`src/rtl/lab_access_pkg.sv`:
```
// Shared encodings for the multi-lab access controller.
// Optional ACCESS_STATS_EN adds per-lab denial counters in the top level.
package lab_access_pkg;

  localparam logic [1:0] MODE_EXIT  = 2'b00;
  localparam logic [1:0] MODE_ENTER = 2'b01;

  typedef enum logic [1:0] {
    DENY_FULL     = 2'b00,
    DENY_RESTRICT = 2'b01,
    DENY_EMPTY    = 2'b10,
    DENY_BADLAB   = 2'b11
  } deny_code_t;

endpackage

```
`src/rtl/lab_door_timer.sv`:
```
// Per-lab door hold timer: OPEN for UNLOCK_CYC cycles after the last load.
// Macro ACCESS_STATS_EN does not affect this block.
module lab_door_timer #(
  parameter int UNLOCK_CYC = 4
) (
  input  logic CLK,
  input  logic RST,
  input  logic load,
  output logic unlock
);

  localparam int RW = $clog2(UNLOCK_CYC + 1);

  typedef enum logic {LOCKED, OPEN} door_e;

  door_e          st_q;
  logic [RW-1:0]  rem_q;
  logic           unlock_q;

  always_ff @(posedge CLK) begin
    if (RST) begin
      st_q     <= LOCKED;
      rem_q    <= '0;
      unlock_q <= 1'b0;
    end else if (load) begin
      st_q     <= OPEN;
      rem_q    <= RW'(UNLOCK_CYC);
      unlock_q <= 1'b1;
    end else if (st_q == OPEN) begin
      if (rem_q == RW'(1)) begin
        st_q     <= LOCKED;
        rem_q    <= '0;
        unlock_q <= 1'b0;
      end else begin
        rem_q <= rem_q - 1'b1;
      end
    end
  end

  assign unlock = unlock_q;

endmodule

```
`src/rtl/lab_access_ctrl.sv`:
```
// N-lab occupancy and door controller with parity-restricted admission.
// Define ACCESS_STATS_EN to add the per-lab deniedCnt output.
module lab_access_ctrl
  import lab_access_pkg::*;
#(
  parameter int NUM_LABS    = 4,
  parameter int CAP         = 30,
  parameter int RESTRICT_TH = 15,
  parameter int CODE_W      = 5,
  parameter logic [NUM_LABS-1:0] PARITY_ODD = NUM_LABS'('b1010),
  parameter int UNLOCK_CYC  = 4,
  parameter int LAB_W = (NUM_LABS > 1) ? $clog2(NUM_LABS) : 1,
  parameter int CNT_W = $clog2(CAP + 1)
) (
  input  logic                      CLK,
  input  logic                      RST,
  input  logic [CODE_W-1:0]         smartCode,
  input  logic [LAB_W-1:0]          lab,
  input  logic [1:0]                mode,
  output logic [NUM_LABS*CNT_W-1:0] numOfStu,
  output logic [NUM_LABS-1:0]       isFull,
  output logic [NUM_LABS-1:0]       isEmpty,
  output logic [NUM_LABS-1:0]       unlock,
  output logic [NUM_LABS-1:0]       restrictionWarn,
  output logic                      deny,
  output logic [1:0]                denyCode
`ifdef ACCESS_STATS_EN
  ,
  output logic [NUM_LABS*8-1:0]     deniedCnt
`endif
);

  localparam logic [CNT_W-1:0] CAP_C = CNT_W'(CAP);
  localparam logic [CNT_W-1:0] TH_C  = CNT_W'(RESTRICT_TH);

  logic [CNT_W-1:0]    cnt_q [NUM_LABS];
  logic [NUM_LABS-1:0] full_q, empty_q, warn_q, load;
  logic                deny_q;
  deny_code_t          code_q;

  logic                req, bad, par;
  logic                admit, leave, wrn, dny;
  deny_code_t          dcode;
  logic [LAB_W-1:0]    sel;
  logic [CNT_W-1:0]    c;

  always_comb begin
    req   = ~mode[1];
    bad   = {1'b0, lab} >= (LAB_W+1)'(NUM_LABS);
    sel   = bad ? '0 : lab;
    c     = cnt_q[sel];
    par   = ^smartCode;
    admit = 1'b0;
    leave = 1'b0;
    wrn   = 1'b0;
    dny   = 1'b0;
    dcode = DENY_FULL;
    if (req) begin
      if (bad) begin
        dny   = 1'b1;
        dcode = DENY_BADLAB;
      end else if (mode == MODE_ENTER) begin
        if (c == CAP_C) begin
          dny   = 1'b1;
          dcode = DENY_FULL;
        end else if (c >= TH_C) begin
          if (par == PARITY_ODD[sel]) begin
            admit = 1'b1;
            wrn   = 1'b1;
          end else begin
            dny   = 1'b1;
            dcode = DENY_RESTRICT;
          end
        end else begin
          admit = 1'b1;
        end
      end else if (c == '0) begin
        dny   = 1'b1;
        dcode = DENY_EMPTY;
      end else begin
        leave = 1'b1;
      end
    end
  end

  // Flags are derived from the next count so they track numOfStu exactly.
  always_ff @(posedge CLK) begin
    if (RST) begin
      for (int l = 0; l < NUM_LABS; l++) cnt_q[l] <= '0;
      full_q  <= '0;
      empty_q <= '1;
      warn_q  <= '0;
      deny_q  <= 1'b0;
      code_q  <= DENY_FULL;
    end else begin
      warn_q <= '0;
      deny_q <= dny;
      if (dny) code_q <= dcode;
      if (admit) begin
        cnt_q[sel]   <= c + 1'b1;
        full_q[sel]  <= (c + 1'b1) == CAP_C;
        empty_q[sel] <= 1'b0;
        warn_q[sel]  <= wrn;
      end
      if (leave) begin
        cnt_q[sel]   <= c - 1'b1;
        full_q[sel]  <= 1'b0;
        empty_q[sel] <= (c - 1'b1) == '0;
      end
    end
  end

  for (genvar l = 0; l < NUM_LABS; l++) begin : g_lab
    assign numOfStu[l*CNT_W +: CNT_W] = cnt_q[l];
    assign load[l] = (admit | leave) && (sel == LAB_W'(l));

    lab_door_timer #(
      .UNLOCK_CYC (UNLOCK_CYC)
    ) u_door (
      .CLK    (CLK),
      .RST    (RST),
      .load   (load[l]),
      .unlock (unlock[l])
    );
  end

`ifdef ACCESS_STATS_EN
  logic [7:0] dcnt_q [NUM_LABS];

  always_ff @(posedge CLK) begin
    if (RST) begin
      for (int l = 0; l < NUM_LABS; l++) dcnt_q[l] <= '0;
    end else if (dny && !bad && dcnt_q[sel] != 8'hFF) begin
      dcnt_q[sel] <= dcnt_q[sel] + 8'd1;
    end
  end

  for (genvar l = 0; l < NUM_LABS; l++) begin : g_stat
    assign deniedCnt[l*8 +: 8] = dcnt_q[l];
  end
`endif

  assign isFull          = full_q;
  assign isEmpty         = empty_q;
  assign restrictionWarn = warn_q;
  assign deny            = deny_q;
  assign denyCode        = code_q;

endmodule

```
`config.mk`:
```
export PLATFORM = sky130hd
export DESIGN_NAME = lab_access_ctrl
export DESIGN_NICKNAME = d
export VERILOG_FILES = /design/src/rtl/lab_access_pkg.sv /design/src/rtl/lab_door_timer.sv /design/src/rtl/lab_access_ctrl.sv
export SDC_FILE = /design/constraint.sdc
export NUM_CORES = 1
export LEC_CHECK = 0
export CAP_MARGIN = 25
export CORE_UTILIZATION = 52
export CTS_BUF_LIST = sky130_fd_sc_hd__clkbuf_16
export DETAILED_ROUTE_END_ITERATION = 7
export PLACE_DENSITY = 0.83
export SLEW_MARGIN = 20
export SYNTH_ARGS = -nofsm -noshare
export SYNTH_HDL_FRONTEND = slang
export SYNTH_SLANG_ARGS = --single-unit
```
`constraint.sdc`:
```
create_clock -name CLK -period 7.4 [get_ports CLK]
set_input_delay 1.48 -clock CLK [delete_from_list [all_inputs] [get_ports CLK]]
set_output_delay 1.48 -clock CLK [all_outputs]
set_load 0.05 [all_outputs]
```
==> metrics.txt <==
Worst Hold End=g_lab[0].u_door.unlock; vias=2361; Seq cells post-synth=55; YS warnings=0; total negative slack=0 ns; Clock Sinks=55; unrepaired setup endpoints after global routing=false; crit path max fanout=15; sequential share of the synthesized area=45.4%; number of hold buffers added after cts=0; status=completed; Net count, final=345; Slew headroom=47.5%; flop2flop setup slack=4.27 ns; initial antenna violation count=0; Post-synth top cells=dfxtp_1 (35), inv_1 (23), nor3_1 (23); Mean Syn Cell Area=10.2 um2; number of synthesized flops with an enable pin=20; CTS root buffer=clkbuf_16; die span in x=76.2 um; final non-filler cell total=391; Power Total=0.000797 W; total gr overflow=0; All-Layer GR Usage=24.8%; Post-CTS Resized=0; layout cells sized above 1=8.10%; top-area cell type share of the netlist area=24.4%; cell with the most instances after synthesis=dfxtp_1; die area=0.00581 mm2; antenna cells=0; mapped cell area=0.00287 mm2; clk slew on worst S/H paths=0.07 ns; slowest cell on the critical path=clkdlybuf4s50_1; CTS tree=done; Die Span Y=76.2 um; Bufs on Longest Clock Path=2; port bufs=49; VDD IR max=0.000162 V; CP bufs+invs=3; Reg-to-Reg Start=cnt_q[2][0]; Cell variety after synth=51; minimum clock period=4.91 ns; DRC Markers=0; Antenna Nets Post-Route=0; post-DR vias/cell=6.04; placed insts=383; cell mode on critical path=inv_1; dpl ws=2.17 ns; drt initial violations=281; clk_lat worst skew=0.29 ns; first-pass GRT wire length=11200 um; P_leak=1.23 nW; reg2reg end=isFull[0]; Worst setup SP type=input pin; Mapped Cells=282; Fin. Hold Viols=0; crit-path max cell delay=0.91 ns; Starting Density=55.1%; I/O pin count=50; Worst Hold Class=reg2reg; core region area=0.00520 mm2; Synth area leader=dfxtp_1; vias in the first global route=2310; depth of the worst hold-timing path=2; Final Setup Violations=0; crit-path cells=clkdlybuf4s50_1, mux4_2, inv_1, ha_1, inv_1, o41ai_4, o221ai_1, o22ai_1; CP Class=in2reg; Min-Delay Startpoint=g_lab[0].u_door.unlock; RD Place Congestion=0.922; Final Cycle Share=66.4%; Post-Route Skew=0.00474 ns; largest net degree at the start of global routing=29; cts bufs inserted=5; final setup margin=2.49 ns; Net Count, Synth=307; ys async rst share=0%; worst slew pin tran=0.787 ns; # rows=26; post-DP HPWL=4810 um; largest cells by area after synthesis=dfxtp_1 (24%), edfxtp_1 (21%), ha_1 (6.1%); CP endpoint kind=register; area grow syn2layout=22.2%; drt first pass iters=4; Pwr per Cell Area=227 mW/mm2; Data required, critical path=7.60 ns; Arrival @ worst endpoint=5.12 ns; routed length per placed instance=17.2 um; max cap viols=0; Top delay family on crit path=compound AO/OA/AOI/OAI gates; H-tree depth=2; Main synth FF type=dfxtp_1; worst-case reg-to-reg path depth=7; max frequency=204 MHz; Pins Over Slew Limit=0; Fill cells=405; Routed WL=6730 um; Setup Buffers After CTS=0
## worst register-to-register path, delay by kind of cell (launching register included)
kind,cells,cell delay (ns)
adders and majority gates,1,0.15
muxes,1,0.64
DFF,1,0.43
buffers and inverters,2,0.26
AOI/OAI and AO/OA,3,1.56
## flip-flops by register name (all words and copies together), names as in the netlist, 2 cells and up
signal and count:
g_lab.u_door.unlock 4, isFull 4, g_lab.u_door.st_q 4, g_lab.u_door.rem_q 12, restrictionWarn 4, denyCode 2
cnt_q 20, isEmpty 4
## layout by cell type, fill, tap and decap left out, types with 3 or more instances in the layout
cell type	n
edfxtp_1	20
mux4_2	5
nand3_1	6
clkdlybuf4s50_1	49
dfxtp_1	35
nand2_1	15
nor2b_1	6
xnor2_1	4
nand4_1	3
a21oi_1	8
nand2b_1	4
ha_1	14
o22ai_1	12
clkbuf_16	6
mux2_2	4
nor2_1	20
nor3_1	23
o221ai_1	6
inv_1	23
nand3b_1	4
o211ai_1	4
a211oi_1	4
o21ai_0	14
## worst max-delay path by stage
stage | start | endpoint | slack, ns | cells after the start
global route | lab[0] | g_lab[2].u_door.rem_q[1] | 2.22 | 8
floorplan | lab[0] | cnt_q[2][0] | 3.32 | 9
CTS | lab[0] | isFull[0] | 2.50 | 8
detailed placement | lab[0] | isFull[0] | 2.17 | 8
global placement | lab[0] | cnt_q[0][0] | 2.26 | 8
finish | lab[0] | isFull[0] | 2.49 | 8
## power by group
| group | internal, W | switching (W) | total, W |
|---|---|---|---|
| registers | 0.000334 | 0.0000137 | 0.000348 |
| logic | 0.0000662 | 0.000125 | 0.000191 |
| clock network | 0.000148 | 0.000110 | 0.000258 |
| total | 0.000548 | 0.000249 | 0.000797 |
## per-stage QoR
step / hold slack, ns / utilization (%) / cell area [um2]
finish: 0.476 / 67.3 / 3500
global route: 0.511 / 67.3 / 3500
CTS: 0.483 / 67.3 / 3500
detailed placement: 0.465 / 64.1 / 3340
global placement: 0.456 / 64.1 / 3340
floorplan: 0.444 / - / 2870
## layout make-up
type	count	area, um2	share of cell area (%)
Tap cell	70	87.6	2.50
Multi-Input combinational cell	185	1360	38.9
Sequential cell	55	1300	37.1
Clock buffer	6	150	4.29
Timing Repair Buffer	50	498	14.2
Inverter	23	86.3	2.46
Clock inverter	2	17.5	0.500
## logic make-up after synthesis
family | share of synthesized area [%]
buffers and inverters | 7.07
muxes | 6.20
xor gates and xnor gates | 2.62
and+or+nand+nor | 15.6
DFF | 45.4
adders and majority gates | 6.11
AOI/OAI and AO/OA | 17.0
## layer usage
layer | vias to the layer above | part of all wire (%) | GRT usage [%]
met3 | 9 | 6.4 | 4.19
met1 | 1164 | 40 | 30.3
met4 | 0 | 1.7 | 9.62
li1 | 1104 | - | -
met5 | - | 0 | 0
met2 | 84 | 51 | 43.4
(Power assumes the default switching activity.)
==> RTL edit (same flow settings) <==
`CODE_W`: 5 -> 6.
--- a/src/rtl/lab_access_ctrl.sv
+++ b/src/rtl/lab_access_ctrl.sv
@@ -7,5 +7,5 @@
   parameter int CAP         = 30,
   parameter int RESTRICT_TH = 15,
-  parameter int CODE_W      = 5,
+  parameter int CODE_W      = 6,
   parameter logic [NUM_LABS-1:0] PARITY_ODD = NUM_LABS'('b1010),
   parameter int UNLOCK_CYC  = 4,
Ports: changed (resized smartCode); port bits go from 50 to 51. No check against the original RTL was run, so the function may have changed too.
==> RTL edit against the original RTL <==
Power fell by 0.71%. Die area rose by 1.5%. Sequential cell count did not move. Worst setup slack improved by 63 ps. Design area rose by 1.4%. Synthesized area rose by 1.6%. Routed wire length rose by 0.54%. Sequential share of layout area fell by 0.52 points. Count of clock-buffer cells in the layout fell by 1. Hold slack got worse by 9.3 ps. Non-clock buffer count rose by 1.
==> RTL edit: results (changes against the original RTL) <==
status - completed (unchanged)
YS warnings - 0 (unchanged)
detailed-placement wirelength estimate - 4740 µm (was 4810 µm)
CTS Buf Count - 5 (unchanged)
Setup Fix Bufs, Post-CTS - 0 (unchanged)
Unique masters post-synth - 51 (unchanged)
GRT Util Overall - 0.233 (was 0.248)
Hold Path Depth - 2 (unchanged)
synth top area cells - dfxtp_1, edfxtp_1, ha_1 (unchanged)
Crit Path Max Fanout - 28 (was 15)
drt total wl - 6760 µm (was 6730 µm)
max FFs per register - 20 (unchanged)
# fillers - 426 (was 405)
GPL Wtd Cong - 0.862 (was 0.922)
drt first pass iters - 4 (unchanged)
Slew @ Worst Pin - 744 ps (was 787 ps)
post-CTS sizing - 0 (unchanged)
htree depth - 2 (unchanged)
Worst R2R Path Depth - 8 (was 7)
Leak - 0.00124 µW (was 0.00123 µW)
post-synthesis sequential area ratio - 0.447 (was 0.454)
Syn Nets - 307 (unchanged)
initial detailed-routing violation count - 240 (was 281)
Top FF cell, synth - dfxtp_1 (unchanged)
clock-pin slew on the worst setup and hold paths - 80 ps
largest net degree at the start of global routing - 29 (unchanged)
peak supply drop - 0.159 mV (was 0.162 mV)
WP data arrival - 4860 ps (was 5120 ps)
vias in the first global route - 2180 (was 2310)
synth cell count leaders - dfxtp_1, inv_1, nor2_1, edfxtp_1, nand2_1 (was dfxtp_1, inv_1, nor3_1, edfxtp_1, nor2_1)
clk buf depth - 2 (unchanged)
IO Port Bufs - 50 (was 49)
Final #Nets - 346 (was 345)
CTS root buf - clkbuf_16 (unchanged)
Min-Delay Path Class - reg2reg (unchanged)
via/cell ratio - 5.91 (was 6.04)
layout cells sized above 1 - 0.0935 (was 0.0810)
Async SR Flop Fraction - 0 (unchanged)
global-route wire length before repair - 10800 µm (was 11200 µm)
clk_skew - 9.06 ps (was 4.74 ps)
## RTL edit: kinds of logic (layout without fill, tap and decap cells)
| group | count (synthesis) | in the layout | share of synthesized area |
|---|---|---|---|
| simple gates | 96 | 96 | 0.167 |
| compound gates | 56 | 56 | 0.162 |
| flops | 55 | 55 | 0.447 |
| buf+inv | 41 | 81 | 0.0688 |
| fa+ha+maj | 14 | 14 | 0.0602 |
| mux | 11 | 11 | 0.0610 |
| xor+xnor | 8 | 8 | 0.0335 |
## RTL edit: metrics by stage
stage / setup WS [ps] / total power, µW / area, µm² / instances
floorplan: 3500 / 502 / 2910 / 281
global placement: 2100 / 548 / 3390 / 383
detailed placement: 1990 / 554 / 3390 / 383
CTS: 2230 / 790 / 3540 / 391
global route: 2290 / 820 / 3550 / 391
finish: 2550 / 791 / 3550 / 391
## RTL edit: worst paths after layout
check | start | to | slack [ps]
worst max-delay path | lab[0] | cnt_q[0][4]$_SDFFCE_PN0P_ | 2550
worst min-delay path | g_lab[1].u_door.unlock$_SDFFE_PP0P_ | g_lab[1].u_door.unlock$_SDFFE_PP0P_ | 470
worst max register to register | cnt_q[3][0]$_DFFE_PP_ | cnt_q[0][4]$_SDFFCE_PN0P_ | 4320
worst min register to register | g_lab[1].u_door.unlock$_SDFFE_PP0P_ | g_lab[1].u_door.unlock$_SDFFE_PP0P_ | 470
## RTL edit: power by group
group | switching [µW] | internal [µW] | leakage, µW
registers | 13.1 | 334 | 0.000494
clock network | 112 | 128 | 0.0000719
logic | 133 | 70.8 | 0.000673
## RTL edit: layout make-up
class	count	area share
flip-flops and latches	55	0.366
repair buffers	51	0.143
clock buffers	5	0.0352
multi-input cells	185	0.400
inverters	22	0.0232
well taps	70	0.0246
clock inverters	3	0.00775
## RTL edit: critical path, cell delays in order
cell and delay (ps):
clkdlybuf4s50_1 890, mux4_2 730, inv_1 150, ha_1 180
inv_1 120, nor4_2 380, nor3_1 170, a21oi_4 590
nor4_1 150
## RTL edit: routing by layer
| metal | global-route usage | up-vias | part of all wire |
|---|---|---|---|
| met1 | 0.296 | 1100 | 0.44 |
| met3 | 0.0571 | 9 | 0.070 |
| li1 | - | 1108 | - |
| met5 | 0 | - | 0 |
| met4 | 0.0712 | 0 | 0.011 |
| met2 | 0.389 | 92 | 0.48 |
